===== config.mk =====
export PLATFORM = sky130hd
export DESIGN_NAME = pipe_skid_reg_flat
export DESIGN_NICKNAME = d
export VERILOG_FILES = /design/src/rtl/pipe_skid_reg_if.sv /design/src/rtl/pipe_skid_reg.sv /design/src/flat_wrapper.sv
export SDC_FILE = /design/constraint.sdc
export NUM_CORES = 1
export LEC_CHECK = 0
export ABC_AREA = 1
export ABC_CLOCK_PERIOD_IN_PS = 11900
export CAP_MARGIN = 10
export CORE_UTILIZATION = 50
export DETAILED_ROUTE_END_ITERATION = 7
export PLACE_DENSITY_LB_ADDON = 0.1
export SYNTH_ARGS = -nofsm -noshare
export SYNTH_HDL_FRONTEND = slang
export SYNTH_SLANG_ARGS = --single-unit

===== constraint.sdc =====
create_clock -name clk -period 11.9 [get_ports clk]
set_clock_uncertainty 0.1 [all_clocks]
set_input_delay 1.785 -clock clk [delete_from_list [all_inputs] [get_ports clk]]
set_output_delay 1.785 -clock clk [all_outputs]
set_load 0.05 [all_outputs]

===== src/rtl/pipe_skid_reg_if.sv =====
// Handshake and control bundle for one elastic pipeline stage.
// The master drives the upstream entry, downstream ready and the stall/kill
// controls; the slave (the stage itself) returns readiness, the output entry
// and its status counters.
interface pipe_skid_reg_if #(
  parameter int DATA_W = 128,
  parameter int SIDE_W = 32,
  parameter int CNT_W  = 8
);
  logic              in_valid;
  logic              in_ready;
  logic [DATA_W-1:0] in_data;
  logic [SIDE_W-1:0] in_side;
  logic              out_valid;
  logic              out_ready;
  logic [DATA_W-1:0] out_data;
  logic [SIDE_W-1:0] out_side;
  logic              flush;
  logic              bubble;
  logic              freeze;
  logic [1:0]        occupancy;
  logic [CNT_W-1:0]  drop_cnt;

  modport master (
    output in_valid, in_data, in_side, out_ready, flush, bubble, freeze,
    input  in_ready, out_valid, out_data, out_side, occupancy, drop_cnt
  );

  modport slave (
    input  in_valid, in_data, in_side, out_ready, flush, bubble, freeze,
    output in_ready, out_valid, out_data, out_side, occupancy, drop_cnt
  );
endinterface


===== src/rtl/pipe_skid_reg.sv =====
// Elastic pipeline-stage register with an optional 2-entry skid buffer.
// The main entry drives the output; the skid entry catches one extra input
// so that in_ready never depends combinationally on out_ready (SKID=1).
// The side field (e.g. PC) is refreshed on flush/bubble even though the
// entry itself becomes invalid.
module pipe_skid_reg #(
  parameter int DATA_W      = 128,
  parameter int SIDE_W      = 32,
  parameter int SKID        = 1,
  parameter int CLR_ON_KILL = 1,
  parameter int CNT_W       = 8
) (
  input  logic           clk,
  input  logic           rst,
  pipe_skid_reg_if.slave bus
);

  typedef enum logic [1:0] {
    ST_EMPTY = 2'd0,
    ST_ONE   = 2'd1,
    ST_FULL  = 2'd2
  } state_t;

  state_t            r_state;
  state_t            w_state_next;
  logic [DATA_W-1:0] r_main_data, w_main_data_next;
  logic [SIDE_W-1:0] r_main_side, w_main_side_next;
  logic [DATA_W-1:0] r_skid_data, w_skid_data_next;
  logic [SIDE_W-1:0] r_skid_side, w_skid_side_next;
  logic [CNT_W-1:0]  r_drop_cnt, w_drop_cnt_next;

  logic              w_main_valid;
  logic              w_skid_valid;
  logic              w_in_ready;
  logic              w_out_valid;
  logic              w_in_fire;
  logic              w_out_fire;
  logic [1:0]        w_kill;
  logic [CNT_W:0]    w_drop_sum;

  assign w_main_valid = (r_state != ST_EMPTY);
  assign w_skid_valid = (r_state == ST_FULL);
  assign w_out_valid  = w_main_valid & ~bus.freeze & ~bus.flush;

  // With a skid slot, readiness only looks at our own fill level; without
  // one, the single slot can be refilled only when it drains this cycle.
  if (SKID != 0) begin : g_skid_ready
    assign w_in_ready = (r_state != ST_FULL) & ~bus.freeze & ~bus.flush
                        & ~bus.bubble & ~rst;
  end else begin : g_pass_ready
    assign w_in_ready = ((r_state == ST_EMPTY) | bus.out_ready) & ~bus.freeze
                        & ~bus.flush & ~bus.bubble & ~rst;
  end

  assign w_in_fire  = bus.in_valid & w_in_ready;
  assign w_out_fire = w_out_valid & bus.out_ready;

  // Saturating add of the entries a flush kills; one extra bit detects overflow.
  assign w_kill     = {1'b0, w_main_valid} + {1'b0, w_skid_valid};
  assign w_drop_sum = {1'b0, r_drop_cnt} + (CNT_W+1)'(w_kill);

  // State and datapath registers; reset clears everything immediately.
  always_ff @(posedge clk or posedge rst) begin
    if (rst) begin
      r_state     <= ST_EMPTY;
      r_main_data <= '0;
      r_main_side <= '0;
      r_skid_data <= '0;
      r_skid_side <= '0;
      r_drop_cnt  <= '0;
    end else begin
      r_state     <= w_state_next;
      r_main_data <= w_main_data_next;
      r_main_side <= w_main_side_next;
      r_skid_data <= w_skid_data_next;
      r_skid_side <= w_skid_side_next;
      r_drop_cnt  <= w_drop_cnt_next;
    end
  end

  // Next-state: flush empties, freeze holds, otherwise follow the fires.
  always_comb begin
    w_state_next = r_state;
    if (bus.flush) begin
      w_state_next = ST_EMPTY;
    end else if (!bus.freeze) begin
      case (r_state)
        ST_EMPTY: if (w_in_fire) w_state_next = ST_ONE;
        ST_ONE: begin
          if (w_in_fire && !w_out_fire)      w_state_next = ST_FULL;
          else if (!w_in_fire && w_out_fire) w_state_next = ST_EMPTY;
        end
        ST_FULL:  if (w_out_fire) w_state_next = ST_ONE;
        default:  w_state_next = ST_EMPTY;
      endcase
    end
  end

  // Datapath next values: load, shift skid into main, or kill on flush/bubble.
  always_comb begin
    w_main_data_next = r_main_data;
    w_main_side_next = r_main_side;
    w_skid_data_next = r_skid_data;
    w_skid_side_next = r_skid_side;
    w_drop_cnt_next  = r_drop_cnt;
    if (bus.flush) begin
      w_main_side_next = bus.in_side;
      if (CLR_ON_KILL != 0) begin
        w_main_data_next = '0;
        w_skid_data_next = '0;
        w_skid_side_next = '0;
      end
      w_drop_cnt_next = w_drop_sum[CNT_W] ? {CNT_W{1'b1}} : w_drop_sum[CNT_W-1:0];
    end else if (!bus.freeze) begin
      case (r_state)
        ST_EMPTY: begin
          if (w_in_fire) begin
            w_main_data_next = bus.in_data;
            w_main_side_next = bus.in_side;
          end
        end
        ST_ONE: begin
          if (w_in_fire && w_out_fire) begin
            w_main_data_next = bus.in_data;
            w_main_side_next = bus.in_side;
          end else if (w_in_fire) begin
            w_skid_data_next = bus.in_data;
            w_skid_side_next = bus.in_side;
          end else if (w_out_fire && bus.bubble) begin
            // Refill with an invalid entry that still carries the new side.
            w_main_side_next = bus.in_side;
            if (CLR_ON_KILL != 0) w_main_data_next = '0;
          end
        end
        ST_FULL: begin
          if (w_out_fire) begin
            w_main_data_next = r_skid_data;
            w_main_side_next = r_skid_side;
          end
        end
        default: ;
      endcase
    end
  end

  assign bus.in_ready  = w_in_ready;
  assign bus.out_valid = w_out_valid;
  assign bus.out_data  = r_main_data;
  assign bus.out_side  = r_main_side;
  assign bus.occupancy = {1'b0, w_main_valid} + {1'b0, w_skid_valid};
  assign bus.drop_cnt  = r_drop_cnt;

endmodule


===== src/flat_wrapper.sv =====
// flat-port wrapper written by rule: the top's interface ports become plain ports
module pipe_skid_reg_flat 
#(
  parameter int DATA_W      = 128,
  parameter int SIDE_W      = 32,
  parameter int SKID        = 1,
  parameter int CLR_ON_KILL = 1,
  parameter int CNT_W       = 8
)
  (clk, rst, bus_in_valid, bus_in_data, bus_in_side, bus_out_ready, bus_flush, bus_bubble, bus_freeze, bus_in_ready, bus_out_valid, bus_out_data, bus_out_side, bus_occupancy, bus_drop_cnt);
  pipe_skid_reg_if #(.DATA_W(DATA_W), .SIDE_W(SIDE_W), .CNT_W(CNT_W)) bus_i ();
  input  logic clk;
  input  logic rst;
  input wire logic [$bits(bus_i.in_valid)-1:0] bus_in_valid;
  input wire logic [$bits(bus_i.in_data)-1:0] bus_in_data;
  input wire logic [$bits(bus_i.in_side)-1:0] bus_in_side;
  input wire logic [$bits(bus_i.out_ready)-1:0] bus_out_ready;
  input wire logic [$bits(bus_i.flush)-1:0] bus_flush;
  input wire logic [$bits(bus_i.bubble)-1:0] bus_bubble;
  input wire logic [$bits(bus_i.freeze)-1:0] bus_freeze;
  output wire logic [$bits(bus_i.in_ready)-1:0] bus_in_ready;
  output wire logic [$bits(bus_i.out_valid)-1:0] bus_out_valid;
  output wire logic [$bits(bus_i.out_data)-1:0] bus_out_data;
  output wire logic [$bits(bus_i.out_side)-1:0] bus_out_side;
  output wire logic [$bits(bus_i.occupancy)-1:0] bus_occupancy;
  output wire logic [$bits(bus_i.drop_cnt)-1:0] bus_drop_cnt;
  assign bus_i.in_valid = bus_in_valid;
  assign bus_i.in_data = bus_in_data;
  assign bus_i.in_side = bus_in_side;
  assign bus_i.out_ready = bus_out_ready;
  assign bus_i.flush = bus_flush;
  assign bus_i.bubble = bus_bubble;
  assign bus_i.freeze = bus_freeze;
  assign bus_in_ready = bus_i.in_ready;
  assign bus_out_valid = bus_i.out_valid;
  assign bus_out_data = bus_i.out_data;
  assign bus_out_side = bus_i.out_side;
  assign bus_occupancy = bus_i.occupancy;
  assign bus_drop_cnt = bus_i.drop_cnt;
  pipe_skid_reg #(.DATA_W(DATA_W), .SIDE_W(SIDE_W), .SKID(SKID), .CLR_ON_KILL(CLR_ON_KILL), .CNT_W(CNT_W)) u_core (.clk(clk), .rst(rst), .bus(bus_i));
endmodule

## After elaboration in Yosys (flattened, before gate mapping)

Index checks and enable logic that the tools add are counted.

| cells by class | value |
|---|---|
| add/subtract/negate cells | 2 |
| $mul | 0 |
| div/mod/pow operators | 0 |
| $lt $le $gt $ge | 0 |
| equality and inequality tests | 10 |
| shifts and indexed selects | 0 |
| multiplexer cells | 32 |
| bitwise gates (word level) | 12 |
| reduce and logical (&&, ||, !) cells | 14 |

Operators by type and width:

| cell | count |
|---|---|
| 128-bit two-way mux | 11 |
| 128-bit one-hot mux with 3 select lines | 1 |
| 32-bit two-way mux | 11 |
| 32-bit one-hot mux with 3 select lines | 1 |
| 2-bit two-way mux | 6 |
| 8-bit by 2-bit adder with 9-bit output | 1 |
| 1-bit AND | 8 |
| 8-bit two-way mux | 1 |
| 4-bit by 2-bit != test with 1-bit output (second input constant) | 2 |
| 4-bit AND reduction | 2 |
| 2-bit != test (second input constant) | 3 |
| 2-bit one-hot mux with 3 select lines | 1 |
| 6-bit AND reduction | 1 |
| 2-bit nonzero test | 3 |
| 1-bit logical AND | 4 |
| 4-bit != test (second input constant) | 1 |
| 1-bit NOT | 4 |
| 4-bit nonzero test | 1 |
| 3-bit by 2-bit != test with 1-bit output (second input constant) | 1 |
| 3-bit != test (second input constant) | 1 |
| 1-bit by 1-bit adder with 2-bit output | 1 |
| 2-bit by 1-bit == test with 1-bit output (second input constant) | 1 |
| 2-bit == test (second input constant) | 1 |
| 1-bit zero test | 2 |
| 2-bit zero test | 1 |

| storage, ports and cells | value |
|---|---|
| bits in registers | 330 |
| bits in latches | 0 |
| RAM bits | 0 |
| memory bits (read-only) | 0 |
| bits of input ports | 167 |
| output and inout port bits | 172 |
| memories kept | 0 |

## Longest topological paths before layout

Gate-level depths: netlist (run 1).

| logic depth | value |
|---|---|
| depth after elaboration | 13 |
| mapped depth | 16 |
| mapped depth without buffers | 13 |

## Worst setup path after synthesis (run 1)

Ideal clock, no wire load.

| path | value |
|---|---|
| kind | input -> output |
| from | input rst |
| to | output bus_in_ready |
| arrival | 9.686 ns |
| data required time | 10.015 ns |
| slack | 0.329 ns |
| cell stages on the path | 2 |
| path through | inv_1 and3_1 |

| on the way | value |
|---|---|
| longest elaborated chain between the ends | 2 |

RTL lines:

| what | RTL line | source |
|---|---|---|
| start, declared | flat_wrapper.sv:13 | `input logic rst;` |
| 1-bit NOT | pipe_skid_reg.sv:49 | `& ~bus.bubble & ~rst;` |
| 1-bit AND | pipe_skid_reg.sv:49 |  |
| end, declared | flat_wrapper.sv:21 | `output wire logic [$bits(bus_i.in_ready)-1:0] bus_in_ready;` |

No other way between the ends.

## Final worst setup path (run 1)

| path | value |
|---|---|
| from | input rst |
| to | register u_core.r_main_data[38], in the netlist u_core.bus.out_data[38] |

| on the way | value |
|---|---|
| longest elaborated chain between the ends | 8 |
| elaborated cells between the ends (all ways) | 12 |

RTL lines:

| what | RTL line | source |
|---|---|---|
| 1-bit NOT (*) | pipe_skid_reg.sv:49 |  |
| 1-bit AND (*) | pipe_skid_reg.sv:49 |  |
| 1-bit AND (*) | pipe_skid_reg.sv:55 | `assign w_in_fire = bus.in_valid & w_in_ready;` |
| 1-bit logical AND | pipe_skid_reg.sv:123 | `if (w_in_fire && w_out_fire) begin` |
| 128-bit two-way mux | pipe_skid_reg.sv:123 |  |
| 128-bit one-hot mux with 3 select lines | pipe_skid_reg.sv:115 | `case (r_state)` |
| 128-bit two-way mux | pipe_skid_reg.sv:114 | `end else if (!bus.freeze) begin` |
| 128-bit two-way mux | pipe_skid_reg.sv:106 | `if (bus.flush) begin` |
| end signal, assigned | pipe_skid_reg.sv:73 | `r_main_data <= w_main_data_next;` |
| end, declared | pipe_skid_reg.sv:26 | `logic [DATA_W-1:0] r_main_data, w_main_data_next;` |

Mark *: on every way between the ends. The rest lies on a longest branch, timed or not. The select of a mux whose other input is x is not followed.
A chain may end at the register's enable or synchronous reset.

==> impl_metrics.yaml, run 1 <==
status:
  outcome: "complete, no violations"
clock_tree:
  cts_buffers: 36
  postCtsHoldBufs: 0
  post-cts-setup-buffers: 0
  htreeDepth: 2
  worstSkewPairLatency_ps: 520
  cts_max_path_buffers: 3
  clock_sinks: 330
  clk_pin_slew_worst_paths_ps: 60
  clockRootBuffer: "clkbuf_16"
  cts_tree: "built"
  cts-resized-gates: 0
synthesis:
  synthCells: 1980
  synth_warnings: 0
  synth_fp_nets: 2158
  postSynthAreaPerCell_sq_um: 7.88
  synthDistinctLibCells: 26
  ys_ff_latch: 330
  synth_top_area_cell: "dfrtp_1"
  ys_top_cells_by_area: "dfrtp_1 (53%), nand2_1 (18%), nand3_1 (15%)"
  synthDominantCellAreaShare_pct: 52.9
  yosysSeqAreaShare_pct: 52.9
  synth_area_sq_um: 15600
floorplanning:
  initial_utilization_pct: 50.9
  die_h_um: 179
  design.core.area_sq_um: 30700
  die_area_sq_um: 31900
  ios: 339
  die_x_um: 179
  rows: 64
cells_and_area:
  area.growth.synth_to_final_pct: 29.0
  drive_above_1_share_pct: 3.99
  fin_nets: 2381
  final_core_util_pct: 65.6
  fillers: 2623
  register_area_sq_um: 8260
  multi_input_area_sq_um: 6530
  post_layout_nonfiller_instances: 2629
critical_path:
  crit_required_ps: 12240
  end_kind: "flip-flop"
  critical_path_class: "in -> reg"
  critPathMaxFanout: 161
  startpoint_type: "primary input"
  worst-endpoint-arrival_ps: 6830
grt:
  grt_pass1_wl_mm: 73.5
  grt-ovfl-total: 0
  antenna_found_initial: 4
  grt_usage_pct: 28.9
  grt_max_degree: 162
  first_global_vias: 14000
power:
  clkPwrFrac_pct: 23.1
  cellPowerDensity_nw_per_um2: 244
  power_frac_seq_pct: 31.5
  p_sw_mw: 2.21
  ir_worst_vdd_mv: 0.169
  combPwrFrac_pct: 45.4
  power.leakage_nw: 9.82
  p_int_mw: 2.70
  sw_frac_of_total_pct: 45.0
detailed_routing:
  wl_per_cell_um: 17.4
  dr.first_iter.drc_count: 1497
  drc: 0
  wl_mm: 45.6
  dr.pass1.iters: 5
  vias: 14773
  vias_per_cell: 5.62
  ant_nets: 0
timing:
  finalHoldViolations: 0
  worstMarginPinSlew_ps: 1230
  grt_setup_unrepaired: "false"
  hold_slack_ps: 367
  layout_setup_ws_ps: 5420
  finalCritPeriodShare_pct: 54.5
  tns_ps: 0
  maxSlewViolCount: 0
  maxSlewHeadroom_pct: 17.8
  fmax_mhz: 154
  setup_viol: 0
  fin_crit_ps: 6480
placement:
  routabilityCongestion: 0.793
  post-place-ws_ps: 5070
  hpwl_mm: 25.8
  portBuffers: 338
  dp.cells: 2561
hold_path:
  hp-class: "reg -> reg"
flow_run:
  drv_cap: 0
## per-layer routing
metal,track usage [%],wire length (um),vias to the layer above
met2,44.4,20600,647
met4,9.57,1310,2
met3,6.44,3970,89
li1,-,-,6985
met1,40.4,19700,7050
met5,0,17,-
## power by group through the flow
stage          logic [mW]  clock network (mW)  registers, mW
6_report             2.23                1.13           1.54
5_1_grt              2.37                1.20           1.57
4_1_cts              2.24                1.16           1.54
3_5_place_dp         2.23                   0           1.56
3_3_place_gp         2.21                   0           1.56
2_1_floorplan       0.614                   0           2.39
## registers in the layout (all words and copies together), names as in the netlist
register and flops:
u_core.r_state 2, u_core.r_skid_data 128, u_core.bus.out_data 128, u_core.bus.out_side 32, u_core.r_skid_side 32, u_core.bus.drop_cnt 8
## cell usage after synthesis
cell type  count
a21oi_1       66
a21oi_2        1
and3_1         1
buf_1         20
buf_2         67
buf_4          8
buf_6          2
clkbuf_1      71
dfrtp_1      330
fa_1           1
ha_1          10
inv_1         24
inv_2          3
nand2_1      732
nand2_2        2
nand2_4        1
nand3_1      483
nand3_2        1
nand4_1        3
nor2_1         8
nor2_2         2
nor3_1         2
nor3_2         1
o21ai_0      127
o21ai_1       11
or2_2          3
## through the flow
stage	instance area [sq um]	power, mW
CTS	20100	4.94
finish	20100	4.90
global route	20100	5.14
global placement	18900	3.77
floorplan	15600	3.00
detailed placement	18900	3.79
## cells in the final DEF (no fill, tap or decap), drive strengths merged, types with 5 or more instances in the layout
master	n
diode	5
nand3	484
nand2	735
dfrtp	330
a21oi	67
buf	16
clkdlybuf4s50	337
nor2	10
inv	28
o21ai	138
clkbuf	55
ha	10
clkinv	5
## final timing paths
path                                            endpoint  depth (start not counted)               startpoint  slack [ps]
worst max-delay path             u_core.bus.out_data[38]                         12                      rst        5420
worst max register to register   u_core.bus.out_data[38]                         13        u_core.r_state[0]        6740
worst min-delay path             u_core.bus.out_data[48]                          2  u_core.bus.out_data[48]         370
max in group asynchronous          u_core.r_skid_side[7]                          4                      rst        8220
min in group asynchronous       u_core.bus.out_data[122]                          2                      rst        1690
worst min register to register   u_core.bus.out_data[48]                          2  u_core.bus.out_data[48]         370
## cells by family after synthesis
logic type / count (synthesis) / synth area share [%]
flip-flops: 330 / 52.9
buffers and inverters: 195 / 5.52
adder cells (fa/ha/maj): 11 / 0.930
AND/OR/NAND/NOR: 1239 / 34.0
AO/OA/AOI/OAI: 205 / 6.60
## final cells by class
class / instances / area share (%)
Clock buffer: 55 / 5.49
Clock inverter: 8 / 0.485
Antenna cell: 5 / 0.0622
Sequential cell: 330 / 41.0
Timing Repair Buffer: 353 / 17.4
Inverter: 27 / 0.622
Multi-Input combinational cell: 1455 / 32.5
Tap cell: 396 / 2.46
## worst max-delay path, stage by stage
cell and delay (ps):
clkdlybuf4s50_1 490, inv_8 490, nand4_1 240, clkinv_2 90, buf_4 900, ha_1 290
inv_1 40, nand2_1 150, nand2_8 600, nand2_8 1120, nand2_1 140, nand2_1 110
No activity file was read; power rests on OpenSTA's default activity.
==> run 2: changes to the inputs <==
ABC_CLOCK_PERIOD_IN_PS = 6000   (was 11900)
clock period = 6 ns   (was 11.9 ns; I/O delays follow)
==> run 2 against run 1 <==
Against the previous run: register-to-register slack worse by 4500 ps; final cell count barely moved; die area stayed put; highest routed layer unchanged.
==> impl_metrics.yaml, run 2 (synthesized netlist as in run 1, its figures left out) <==
cells_and_area:
  drive_above_1_share_pct: 5.42
  area.growth.synth_to_final_pct: 30.7
  final_common_cell: "nand2_1"
  final_core_util_pct: 66.5
  fin_nets: 2384
  mostFrequentLayoutCells: "nand2_1 (731), nand3_1 (457), clkdlybuf4s50_1 (337)"
  post_layout_nonfiller_instances: 2631
floorplanning:
  die_x_um: 179
  die_h_um: 179
  ios: 339
  rows: 64
  design.core.area_sq_um: 30700
  initial_utilization_pct: 50.9
  die_area_sq_um: 31900
placement:
  portBuffers: 338
  routabilityCongestion: 0.808
  hpwl_mm: 26.9
  dp.cells: 2563
clock_tree:
  htreeDepth: 2
  worstSkewPairLatency_ps: 520
  cts_max_path_buffers: 3
  clockRootBuffer: "clkbuf_16"
  clock_sinks: 330
  cts-resized-gates: 0
  postCtsHoldBufs: 0
  cts_tree: "built"
  post-cts-setup-buffers: 0
  cts_buffers: 37
  clk_pin_slew_worst_paths_ps: 50
detailed_routing:
  dr.pass1.iters: 5
  drc: 0
  ant_nets: 0
  routed-wl-met2_mm: 21.1
  dr.first_iter.drc_count: 1641
  wl_mm: 46.6
  vias: 14942
  met3WireLength_mm: 4.04
  highest_layer: "met5"
  met1_length_mm: 19.7
  vias_per_cell: 5.68
  wl_per_cell_um: 17.7
power:
  total_power_mw: 9.90
  ir_worst_vdd_mv: 0.456
  cellPowerDensity_nw_per_um2: 486
  power.leakage_nw: 9.87
grt:
  first_global_vias: 14051
  grt_max_degree: 166
  grt_usage_pct: 29.7
  grt_pass1_wl_mm: 75.1
  antenna_found_initial: 5
  grt-ovfl-total: 0
timing:
  fin_crit_ps: 3980
  finalCritPeriodShare_pct: 66.3
  worstMarginPinSlew_ps: 1180
  setup_viol: 0
  grt_setup_unrepaired: "false"
  fmax_mhz: 251
  finalHoldViolations: 0
  maxSlewHeadroom_pct: 21.3
  maxSlewViolCount: 0
  tns_ps: 0
  hold_slack_ps: 369
hold_path:
  hp-start: "u_core.bus.out_data[94]"
  hp-class: "reg -> reg"
  whs_endpoint: "u_core.bus.out_data[94]"
  worstHoldPathCells: 2
critical_path:
  rr_startpoint: "u_core.r_state[0]"
  end_kind: "flip-flop"
  r2r_end: "u_core.r_skid_data[66]"
  worst-endpoint-arrival_ps: 4270
  r2r_cells: 10
  reg2reg_slack_ps: 2270
  startpoint_type: "primary input"
  critPathMaxFanout: 160
  crit_required_ps: 6290
  critical_path_class: "in -> reg"
flow_run:
  drv_cap: 0
status:
  outcome: "complete, no violations"
run 2: layout make-up:
class / instances / area [sq um]
Fill cell: 2539 / 10300
Clock inverter: 8 / 144
Inverter: 27 / 119
Clock buffer: 58 / 1160
Antenna cell: 2 / 5.00
Multi-Input combinational cell: 1455 / 6680
Timing Repair Buffer: 355 / 3530
Tap cell: 396 / 495
Sequential cell: 330 / 8260
run 2: per-layer routing:
layer  up-vias  GRT usage [%]
met1      7169           42.5
met4         6           12.1
li1       6976              -
met2       684           43.9
met3       107           5.92
met5         -              0
run 2: how the worst max path moves through the flow:
stage	startpoint	end	cells past startpoint	slack (ps)
global route	bus_flush	u_core.bus.out_data[12]	9	1790
finish	bus_flush	u_core.bus.out_data[12]	9	2020
global placement	bus_flush	u_core.bus.out_data[95]	9	1680
CTS	bus_flush	u_core.bus.out_data[53]	9	2120
floorplan	rst	bus_in_ready	2	-1960
detailed placement	bus_flush	u_core.bus.out_data[53]	9	1590
run 2: stage by stage:
step | setup slack [ps] | area [sq um]
2_1_floorplan | -1960 | 16000
3_3_place_gp | 1680 | 19100
3_5_place_dp | 1590 | 19100
4_1_cts | 2120 | 20400
5_1_grt | 1790 | 20400
6_report | 2020 | 20400
run 2: critical path: stages:
cell and delay [ps]:
buf_4 400, buf_4 520, inv_8 350, nand2_1 170, inv_1 120, nand2_8 440, nand2_8 770, nand2_1 280
nand2_1 80
run 2: where the power goes:
part           switching [mW]  internal (mW)
Sequential              0.358           2.73
Clock                   0.903           1.50
Combinational            3.14           1.28
==> run 3: changes to the inputs <==
ABC_CLOCK_PERIOD_IN_PS = 3400   (was 6000)
CORE_UTILIZATION = 46   (was 50)
clock period = 3.4 ns   (was 6 ns; I/O delays follow)
==> run 3 against run 2 <==
Against the previous run: final cell count grew 2.6%; via count shrank 1.1%; hold slack got worse by 0.75 ps; largest power group unchanged; wire length is 1.1% higher; critical path depth down 5; combinational power up 80%; clock-buffer cell count up 1; sequential power is 76% higher; final area up 0.28%; register-to-register slack lost 1800 ps; first-iteration DRC count fell by 25%.
==> impl_metrics.yaml, run 3 (synthesized netlist as in run 1, its figures left out) <==
placement:
  dp.cells: 2628
  place_area_sq_um: 19200
  hpwl_mm: 27.5
  routabilityCongestion: 0.824
  portBuffers: 338
grt:
  first_global_vias: 13985
  antenna_found_initial: 11
  grt_max_degree: 190
  grt_usage_pct: 27.0
  grt_pass1_wl_mm: 74.6
  grt-ovfl-total: 0
timing:
  finalHoldViolations: 0
  fmax_mhz: 324
  setup_viol: 0
  finalCritPeriodShare_pct: 90.8
  maxSlewHeadroom_pct: 34.0
  maxSlewViolCount: 0
  worstMarginPinSlew_ps: 991
  fin_crit_ps: 3090
  grt_setup_unrepaired: "false"
clock_tree:
  htreeDepth: 2
  worstSkewPairLatency_ps: 520
  post-cts-setup-buffers: 0
  cts_max_path_buffers: 3
  clk_pin_slew_worst_paths_ps: 60
  cts_buffers: 37
  clockRootBuffer: "clkbuf_16"
  clock_sinks: 330
  cts_tree: "built"
detailed_routing:
  dr.pass1.iters: 5
  drc: 0
  wl_per_cell_um: 17.5
  vias: 14783
  vias_per_cell: 5.48
  dr.first_iter.drc_count: 1231
  ant_nets: 0
  wl_mm: 47.2
power:
  p_sw_mw: 7.80
  p_int_mw: 9.53
  clkPwrFrac_pct: 22.8
  power_frac_seq_pct: 31.2
  power.leakage_nw: 9.93
  cellPowerDensity_nw_per_um2: 847
  sw_frac_of_total_pct: 45.0
  ir_worst_vdd_mv: 0.698
  combPwrFrac_pct: 45.9
critical_path:
  crit_required_ps: 2790
  startpoint_type: "flip-flop"
  worst-endpoint-arrival_ps: 2480
  cp-startpoint: "u_core.r_state[0]"
  end_kind: "primary output"
  critPathMaxFanout: 5
  critical_path_class: "reg -> out"
  rr_startpoint: "u_core.r_state[0]"
floorplanning:
  die_h_um: 186
  die_area_sq_um: 34700
  ios: 339
  initial_utilization_pct: 46.6
  rows: 67
  design.core.area_sq_um: 33400
  die_x_um: 186
cells_and_area:
  mostFrequentLayoutCells: "nand2_1 (731), nand3_1 (483), clkdlybuf4s50_1 (335)"
  post_layout_nonfiller_instances: 2700
  final_common_cell: "nand2_1"
  area.growth.synth_to_final_pct: 31.1
  fillers: 2975
  drive_above_1_share_pct: 4.68
  register_area_sq_um: 8260
  fin_nets: 2397
  fin_area_sq_um: 20400
  multi_input_area_sq_um: 6550
hold_path:
  hp-start: "u_core.bus.out_side[10]"
  hp-class: "reg -> reg"
flow_run:
  drv_cap: 0
status:
  outcome: "complete, no violations"
run 3: routing by layer:
layer,vias to the layer above,global-route usage (%),wire length (um)
met5,-,0,40
met4,6,9.48,1270
met3,76,5.53,3630
met2,565,42.2,21800
met1,7133,37.4,20400
li1,7003,-,-
run 3: path summary, 6_finish.rpt:
kind	slack [ps]	cells past startpoint	endpoint
worst max-delay path	310	4	bus_out_valid
min in group asynchronous	470	3	u_core.r_skid_data[39]
worst max register to register	440	13	u_core.bus.out_side[16]
worst min register to register	370	2	u_core.bus.out_side[10]
worst min-delay path	370	2	u_core.bus.out_side[10]
max in group asynchronous	1420	4	u_core.r_skid_data[66]
run 3: final cells by class:
| cell class | count | area share, % |
|---|---|---|
| flip-flops and latches | 330 | 40.4 |
| multi-input cells | 1455 | 32.0 |
| repair buffers | 368 | 18.3 |
| clock buffers | 59 | 5.58 |
| well taps | 448 | 2.74 |
| inverters | 27 | 0.581 |
| clock inverters | 6 | 0.288 |
| diodes | 7 | 0.0857 |
run 3: repair_timing:
action,CTS,global route
setup endpoints to repair,0,1
gates resized for setup,0,1
hold buffers,0,0
run 3: metrics by stage:
step | setup slack [ps] | hold slack, ps | setup TNS [ps] | utilization, % | total power [mW]
global placement | 320 | 353 | 0 | 57.5 | 13.4
floorplan | -4160 | 369 | -1858500 | - | 10.7
finish | 314 | 368 | 0 | 61.1 | 17.3
detailed placement | 261 | 358 | 0 | 57.5 | 13.4
global route | 182 | 385 | 0 | 61.1 | 18.1
CTS | 73.0 | 372 | 0 | 61.1 | 17.5
run 3: critical path, cell delays in order, from the launching register on:
cell and delay (ps):
dfrtp_1 410, inv_1 90, ha_1 270, nor3_1 320, clkdlybuf4s50_1 870
run 3: power groups by stage:
stage | Clock, mW | Combinational, mW | Sequential [mW]
after floorplan | 0 | 2.36 | 8.36
after global placement | 0 | 7.90 | 5.46
after detailed placement | 0 | 7.99 | 5.45
after CTS | 4.05 | 8.01 | 5.41
after global routing | 4.16 | 8.47 | 5.50
final | 3.96 | 7.96 | 5.41
